--- config.mk ---
export PLATFORM = sky130hd
export DESIGN_NAME = pulse_stretch
export DESIGN_NICKNAME = d
export VERILOG_FILES = /design/src/rtl/pulse_stretch.sv
export SDC_FILE = /design/constraint.sdc
export NUM_CORES = 1
export LEC_CHECK = 0
export BUFFER_PORTS_ARGS = -buffer_cell sky130_fd_sc_hd__clkbuf_2
export CAP_MARGIN = 20
export CORE_ASPECT_RATIO = 1.5
export CORE_UTILIZATION = 40
export DETAILED_ROUTE_END_ITERATION = 16
export PLACE_DENSITY = 0.63
export SLEW_MARGIN = 20
export SYNTH_ARGS = -nofsm -noshare
export SYNTH_HDL_FRONTEND = slang
export SYNTH_SLANG_ARGS = --single-unit
--- constraint.sdc ---
create_clock -name i_clk -period 6.5 [get_ports i_clk]
set_clock_uncertainty 0.15 [all_clocks]
set_input_delay 0.65 -clock i_clk [delete_from_list [all_inputs] [get_ports i_clk]]
set_output_delay 0.65 -clock i_clk [all_outputs]
set_load 0.05 [all_outputs]
--- src/rtl/pulse_stretch.sv ---
// pulse_stretch: stretches single-cycle strobes into WIDTH-cycle level pulses and queues
// strobes that arrive while busy. Define PULSE_STRETCH_RETRIG_EN for retriggerable mode.
module pulse_stretch #(
   parameter  int WIDTH = 8,
   parameter  int GAP   = 2,
   parameter  int DEPTH = 4,
   localparam int CNT_W = $clog2(DEPTH + 1)
) (
   input  logic             i_clk,
   input  logic             i_rst_n,
   input  logic             i_pulse,
   input  logic             i_clr_ovf,
   output logic             o_level,
   output logic             o_busy,
   output logic [CNT_W-1:0] o_pending,
   output logic             o_overflow
);
   localparam int TMR_MAX = (WIDTH > GAP) ? WIDTH : GAP;
   localparam int TMR_W   = (TMR_MAX > 1) ? $clog2(TMR_MAX) : 1;
   localparam logic [TMR_W-1:0] WIDTH_LOAD = TMR_W'(WIDTH - 1);

   typedef enum logic [1:0] {
      ST_IDLE = 2'd0,
      ST_HIGH = 2'd1,
      ST_GAP  = 2'd2
   } state_t;

   state_t           state_r;
   state_t           state_s;
   logic [TMR_W-1:0] tmr_r;
   logic [TMR_W-1:0] tmr_s;
   logic [CNT_W-1:0] pend_r;
   logic [CNT_W-1:0] pend_s;
   logic             ovf_r;
   logic             ovf_s;
   logic             level_r;
   logic             busy_r;
   logic             tmr_done_s;

   assign tmr_done_s = (tmr_r == {TMR_W{1'b0}});

`ifdef PULSE_STRETCH_RETRIG_EN
   logic unused_clr_s;
   assign unused_clr_s = i_clr_ovf;

   // Retriggerable sequencing: any strobe while high restarts the width count
   always_comb begin
      state_s = state_r;
      tmr_s   = tmr_r;
      pend_s  = {CNT_W{1'b0}};
      ovf_s   = 1'b0;
      case (state_r)
         ST_IDLE: begin
            if (i_pulse) begin
               state_s = ST_HIGH;
               tmr_s   = WIDTH_LOAD;
            end else begin
               state_s = ST_IDLE;
            end
         end
         ST_HIGH: begin
            if (i_pulse) begin
               tmr_s = WIDTH_LOAD;
            end else if (tmr_done_s) begin
               state_s = ST_IDLE;
            end else begin
               tmr_s = tmr_r - TMR_W'(1);
            end
         end
         default: begin
            state_s = ST_IDLE;
            tmr_s   = {TMR_W{1'b0}};
         end
      endcase
   end
`else
   localparam logic [TMR_W-1:0] GAP_LOAD  = TMR_W'(GAP - 1);
   localparam logic [CNT_W-1:0] PEND_FULL = CNT_W'(DEPTH);

   logic pend_nz_s;
   logic start_s;
   logic enq_s;
   logic deq_s;
   logic drop_s;

   assign pend_nz_s = (pend_r != {CNT_W{1'b0}});

   // Queued sequencing: decides pulse starts and whether a strobe enqueues or dequeues
   always_comb begin
      state_s = state_r;
      tmr_s   = tmr_r;
      start_s = 1'b0;
      enq_s   = 1'b0;
      deq_s   = 1'b0;
      case (state_r)
         ST_IDLE: begin
            start_s = i_pulse | pend_nz_s;
            deq_s   = pend_nz_s;
            enq_s   = i_pulse & pend_nz_s;
         end
         ST_HIGH: begin
            enq_s = i_pulse;
            if (tmr_done_s) begin
               state_s = ST_GAP;
               tmr_s   = GAP_LOAD;
            end else begin
               tmr_s = tmr_r - TMR_W'(1);
            end
         end
         ST_GAP: begin
            if (tmr_done_s) begin
               // a strobe in the last gap cycle launches the next pulse itself
               state_s = ST_IDLE;
               start_s = i_pulse | pend_nz_s;
               deq_s   = pend_nz_s;
               enq_s   = i_pulse & pend_nz_s;
            end else begin
               tmr_s = tmr_r - TMR_W'(1);
               enq_s = i_pulse;
            end
         end
         default: begin
            state_s = ST_IDLE;
            tmr_s   = {TMR_W{1'b0}};
         end
      endcase
      if (start_s) begin
         state_s = ST_HIGH;
         tmr_s   = WIDTH_LOAD;
      end else begin
         state_s = state_s;
      end
   end

   // Pending count and sticky overflow; a new drop beats a same-cycle clear
   always_comb begin
      pend_s = pend_r;
      ovf_s  = ovf_r;
      drop_s = 1'b0;
      if (enq_s && !deq_s) begin
         if (pend_r == PEND_FULL) begin
            drop_s = 1'b1;
         end else begin
            pend_s = pend_r + CNT_W'(1);
         end
      end else if (deq_s && !enq_s) begin
         pend_s = pend_r - CNT_W'(1);
      end else begin
         pend_s = pend_r;
      end
      if (drop_s) begin
         ovf_s = 1'b1;
      end else if (i_clr_ovf) begin
         ovf_s = 1'b0;
      end else begin
         ovf_s = ovf_r;
      end
   end
`endif

   // State, counters and registered outputs
   always_ff @(posedge i_clk or negedge i_rst_n) begin
      if (!i_rst_n) begin
         state_r <= ST_IDLE;
         tmr_r   <= {TMR_W{1'b0}};
         pend_r  <= {CNT_W{1'b0}};
         ovf_r   <= 1'b0;
         level_r <= 1'b0;
         busy_r  <= 1'b0;
      end else begin
         state_r <= state_s;
         tmr_r   <= tmr_s;
         pend_r  <= pend_s;
         ovf_r   <= ovf_s;
         level_r <= (state_s == ST_HIGH);
         busy_r  <= (state_s != ST_IDLE) || (pend_s != {CNT_W{1'b0}});
      end
   end

   assign o_level    = level_r;
   assign o_busy     = busy_r;
   assign o_pending  = pend_r;
   assign o_overflow = ovf_r;

endmodule

; ---- Word-level counts from Yosys, hierarchy flattened
; Cells that the tools add are included.
; W data, S select, Z words.
[classes]
mux = 21
n_eq_ne = 6
reduce_logical = 12
n_bitwise = 2
n_addsub = 3
[op_table]
columns = operator, count
row1 = $mux W3, 6
row2 = $pmux W3 S3, 1
row3 = $mux W1, 7
row4 = $mux W2, 3
row5 = $pmux W2 S3, 1
row6 = $reduce_bool A3 Y1, 2
row7 = $sub A3 B1 Y3 const B, 2
row8 = $eq A2 B1 Y1 const B, 2
row9 = $pmux W1 S2, 2
row10 = $reduce_bool A2 Y1, 2
row11 = $add A3 B1 Y3 const B, 1
row12 = $eq A3 B3 Y1 const B, 1
row13 = $logic_not A3 Y1, 1
row14 = $ne A3 B3 Y1 const B, 1
row15 = $pmux W1 S3, 1
row16 = $eq A2 B2 Y1 const B, 1
row17 = $logic_and A1 B1 Y1, 2
row18 = $logic_not A1 Y1, 2
row19 = $logic_not A2 Y1, 1
row20 = $ne A2 B2 Y1 const B, 1
row21 = $reduce_and A2 Y1, 1
row22 = $and A1 B1 Y1, 1
row23 = $logic_or A1 B1 Y1, 1
row24 = $or A1 B1 Y1, 1
[word_totals]
input_bits = 4
word_cells = 50
register_bits = 11
out_inout_bits = 6

; ---- Longest topological paths before layout
[logic_depth]
depth_word = 10
depth_mapped = 9
depth_no_buf = 8

; ---- Least setup slack after synthesis
; No wires, ideal clock.
[synth_path]
path_type = register -> register
startpoint = reg pend_r[0], in the netlist o_pending[0]
endpoint = reg busy_r, in the netlist o_busy
required_time_ps = 6211
path_slack_ps = 3771
t_arrival_ps = 2441
path_stages_with_launch = 8
setup_ps = 139
path_buffers = 0
cell_sequence = dfrtp_1 > inv_1 > ha_1 > nand2b_1 > o311ai_4 > or4_1 > a32o_1 > or4_1
[synth_between]
elab_chain_cells = 10
elab_cells_between_ends = 23
[synth_lines]
columns = element, line_no
row1 = "start, declared", 32  ; logic [CNT_W-1:0] pend_r;
row2 = "start signal, assigned", 166  ; pend_r <= {CNT_W{1'b0}};
row3 = "start signal, assigned", 173  ; pend_r <= pend_s;
row4 = $reduce_bool A3 Y1, 86  ; assign pend_nz_s = (pend_r != {CNT_W{1'b0}});
row5 = $and A1 B1 Y1, "99, 116"
row6 = $mux W1, 111  ; if (tmr_done_s) begin
row7 = $pmux W1 S3, 95  ; case (state_r)
row8 = $logic_not A1 Y1, 146  ; end else if (deq_s && !enq_s) begin
row9 = $logic_and A1 B1 Y1, 146
row10 = $mux W3, 146
row11 = $mux W3 *, 140  ; if (enq_s && !deq_s) begin
row12 = named net pend_s[2], 33  ; logic [CNT_W-1:0] pend_s;
row13 = $reduce_bool A3 Y1 *, 176  ; busy_r <= (state_s != ST_IDLE) || (pend_s != {CNT_W{1'b0}});
row14 = $logic_or A1 B1 Y1 *, 176
row15 = "end signal, assigned", 176
row16 = "end, declared", 37  ; logic busy_r;
; Mark *: on every way through the listed nets, which the timed path passes. The rest lies on a longest branch.
; A chain may end at the register's enable or synchronous reset.

; ---- Worst setup path after layout
[layout_path]
startpoint = reg tmr_r[0]
endpoint = reg busy_r, in the netlist o_busy
[layout_between]
elab_chain_cells = 9
elab_cells_between_ends = 20
[layout_lines]
columns = element, line_no
row1 = "start, declared", 30  ; logic [TMR_W-1:0] tmr_r;
row2 = "start signal, assigned", 165  ; tmr_r <= {TMR_W{1'b0}};
row3 = "start signal, assigned", 172  ; tmr_r <= tmr_s;
row4 = $logic_not A3 Y1 *, 40  ; assign tmr_done_s = (tmr_r == {TMR_W{1'b0}});
row5 = $mux W1, 111
row6 = $pmux W1 S3, 95
row7 = $logic_not A1 Y1, 146
row8 = $logic_and A1 B1 Y1, 146
row9 = $mux W3, 146
row10 = $mux W3 *, 140
row11 = named net pend_s[1], 33
row12 = $reduce_bool A3 Y1 *, 176
row13 = $logic_or A1 B1 Y1 *, 176
; Marks and branches as above.

==> metrics.yaml <==
logic_synthesis:
  ys_seq_area_frac: 0.340
  synth_top_family_by_area: "compound AO/OA/AOI/OAI gates"
  ys_top_cells_by_area: "dfrtp_1 (34%), ha_1 (15%), inv_1 (5.6%)"
  synth.distinct_cells: 30
  synth_area_um2: 810
  synth_top_area_cell: "dfrtp_1"
  async_flop_share: 1.00
  netlist_instances: 87
  synth_flop_cell: "dfrtp_1"
  syn-num-nets: 101
  ys_ff_latch: 11
  synth.avg_cell_area_um2: 9.30
  ys_warn_count: 0
  synth-simple-area-share: 0.178
  netlist.area_leader.share: 0.340
  yosys.area_share.adder: 0.155
  synthXorXnorAreaFrac: 0.0108
  synth_mux_area_frac: 0
  synth_compound_area_frac: 0.247
  synth_edf_count: 0
setup_path:
  cp-start-kind: "flop"
  criticalPathCategory: "reg2reg"
  crit_top_cell: "ha_1"
  path_cells: "inv_1 -> ha_1 -> ha_1 -> a21oi_2 -> nor2_1 -> o21a_1 -> o31a_1 -> or4_1"
  critPathArrivalTime_ns: 2.71
  slowest_stage: "or4_1"
  max_stage_delay_ns: 0.53
  setup.worst_path.end_class: "flop"
  path_max_fanout: 10
  required_ns: 6.50
place:
  dp.cells: 116
  io_buffers: 9
  postPlaceCellArea_um2: 870
  gp_congestion: 0.826
  place_hpwl_mm: 1.29
grt:
  grt_max_degree: 12
  use_met1: 0.225
  grtUsageMet2: 0.298
  grt_pass1_vias: 666
  grt.busiest_layer: "met2"
  use_met3: 0.0350
  groute.usage.overall: 0.186
  overflow: 0
  antenna_found_initial: 0
  grt_pass1_wl_mm: 2.90
clock_network:
  cts_tree: "built"
  cts_buffers: 3
  ctsResizeCount: 0
  cts.root.buffer_cell: "clkbuf_4"
  htreeDepth: 1
  cts.clk_slew.worst_paths_ns: 0.07
  clock_latency_ns: 0.27
  clock_sinks: 11
  ctsLongestPathBuffers: 2
  cts_hold_buf: 0
  post_cts_buffers: 0
power_and_ir_drop:
  p_sw_frac: 0.514
  p_int_uw: 239
  ir_drop_mv: 0.295
  seq_power_share: 0.258
  power.density_nw_per_um2: 549
  power.switching_uw: 253
  p_leak_uw: 0.000406
  power_frac_clock: 0.097
  combPwrFrac: 0.645
timing:
  fmax_ghz: 0.369
  rsz0062_at_grt: "false"
  final.setup.tns_ns: 0
  relSlewSlack: 0.730
  fin_crit_ns: 2.71
  finalHoldViolations: 0
  setup_violations: 0
  fin_crit_sh: 0.417
  worst-slew-pin-transition_ns: 0.405
  slew_viol_final: 0
die:
  die_area_um2: 2210
  die_w_um: 38.7
  io_pins: 10
  start_util: 0.431
  die_height_um: 57.1
  rows: 19
  core_area_um2: 1880
job:
  drv_cap: 0
layout:
  final_common_cell: "inv_1"
  utilization: 0.477
  stdcell_count: 120
  diodes: 0
  nets: 114
  fillers: 182
  final_cell_mix: "inv_1 (12), dfrtp_1 (11), ha_1 (10), clkbuf_2 (9), o21ai_0 (8)"
  design_area_um2: 896
  area_delta_synth_final_pct: 10.7
  drive_gt1_frac: 0.182
detailed_routing:
  num_vias: 695
  postRouteAntennaNets: 0
  wl_mm: 1.61
  viasPerCell: 5.79
  drtIter0Drc: 8
  drtPass1Iterations: 4
  drc: 0
  wire_per_inst_um: 13.4
run_status:
  status: "complete, no violations"
hold_path:
  hold_path_class: "in2async"
==> sequential cells by signal, indices dropped and copies added (netlist names) <==
name and count:
o_pending 3, o_overflow 1, state_r 2, o_busy 1, tmr_r 3, o_level 1
==> worst max-delay path, delay by kind of cell, from the launching register on <==
family / cells / cell delay (ns)
AND/OR/NAND/NOR: 2 / 0.65
flip-flops: 1 / 0.34
buffers and inverters: 1 / 0.06
adder cells (fa/ha/maj): 2 / 0.50
AO/OA/AOI/OAI: 3 / 0.89
==> worst paths after layout <==
path	from	end	slack (ns)	depth (start not counted)
worst max-delay path	tmr_r[0]$_DFFE_PN0P_	o_busy$_DFF_PN0_	3.79	8
worst min-delay path	i_rst_n	o_pending[2]$_DFF_PN0_	0.08	1
worst max register to register	tmr_r[0]$_DFFE_PN0P_	o_busy$_DFF_PN0_	3.79	8
worst min register to register	o_overflow$_DFFE_PN0P_	o_overflow$_DFFE_PN0P_	0.39	2
max in group asynchronous	i_rst_n	o_pending[1]$_DFF_PN0_	5.90	1
min in group i_clk	o_overflow$_DFFE_PN0P_	o_overflow$_DFFE_PN0P_	0.39	2
==> routing by layer <==
layer | share of wire | wire, um | up-vias
li1 | - | - | 337
met3 | 0.021 | 33 | 4
met5 | 0 | 0 | -
met4 | 0.025 | 40 | 0
met1 | 0.40 | 641 | 345
met2 | 0.55 | 891 | 9
==> power by group through the flow <==
stage | Clock, uW | Sequential (uW) | Combinational, uW
finish | 47.9 | 127 | 317
global route | 52.4 | 131 | 356
CTS | 49.6 | 127 | 320
detailed placement | 0 | 128 | 319
global placement | 0 | 127 | 317
floorplan | 0 | 177 | 206
==> synthesized netlist by cell type, drive strengths merged (2+ instances only) <==
cell    count
a21oi       4
dfrtp      11
ha         10
inv        12
nand2       5
nand2b      2
nand3       3
nor2        3
nor2b       2
nor3        4
o21a        3
o21ai       8
o221ai      2
o22ai       3
or4         2
==> layout make-up <==
type / instances / area (um^2) / area share
clock buffer: 4 / 26.3 / 0.0293
inverter: 12 / 45.0 / 0.0503
multi-input combinational: 63 / 478 / 0.534
sequential: 11 / 275 / 0.307
tap: 21 / 26.3 / 0.0293
timing repair buffer: 9 / 45.0 / 0.0503
==> per-stage QoR <==
step	hold WS (ns)	setup slack (ns)	total power [uW]
final	0.0842	3.79	492
after global routing	0.0925	3.59	540
after CTS	0.0916	3.77	496
after detailed placement	0.378	3.79	447
after global placement	0.367	3.86	444
after floorplan	0.204	3.77	382
==> cell families after synthesis <==
family                   after synthesis
AO/OA/AOI/OAI                         27
AND/OR/NAND/NOR                       25
buffers and inverters                 13
flip-flops                            11
adder cells (fa/ha/maj)               10
XOR/XNOR                               1
Power figures use the tool's default switching activity.
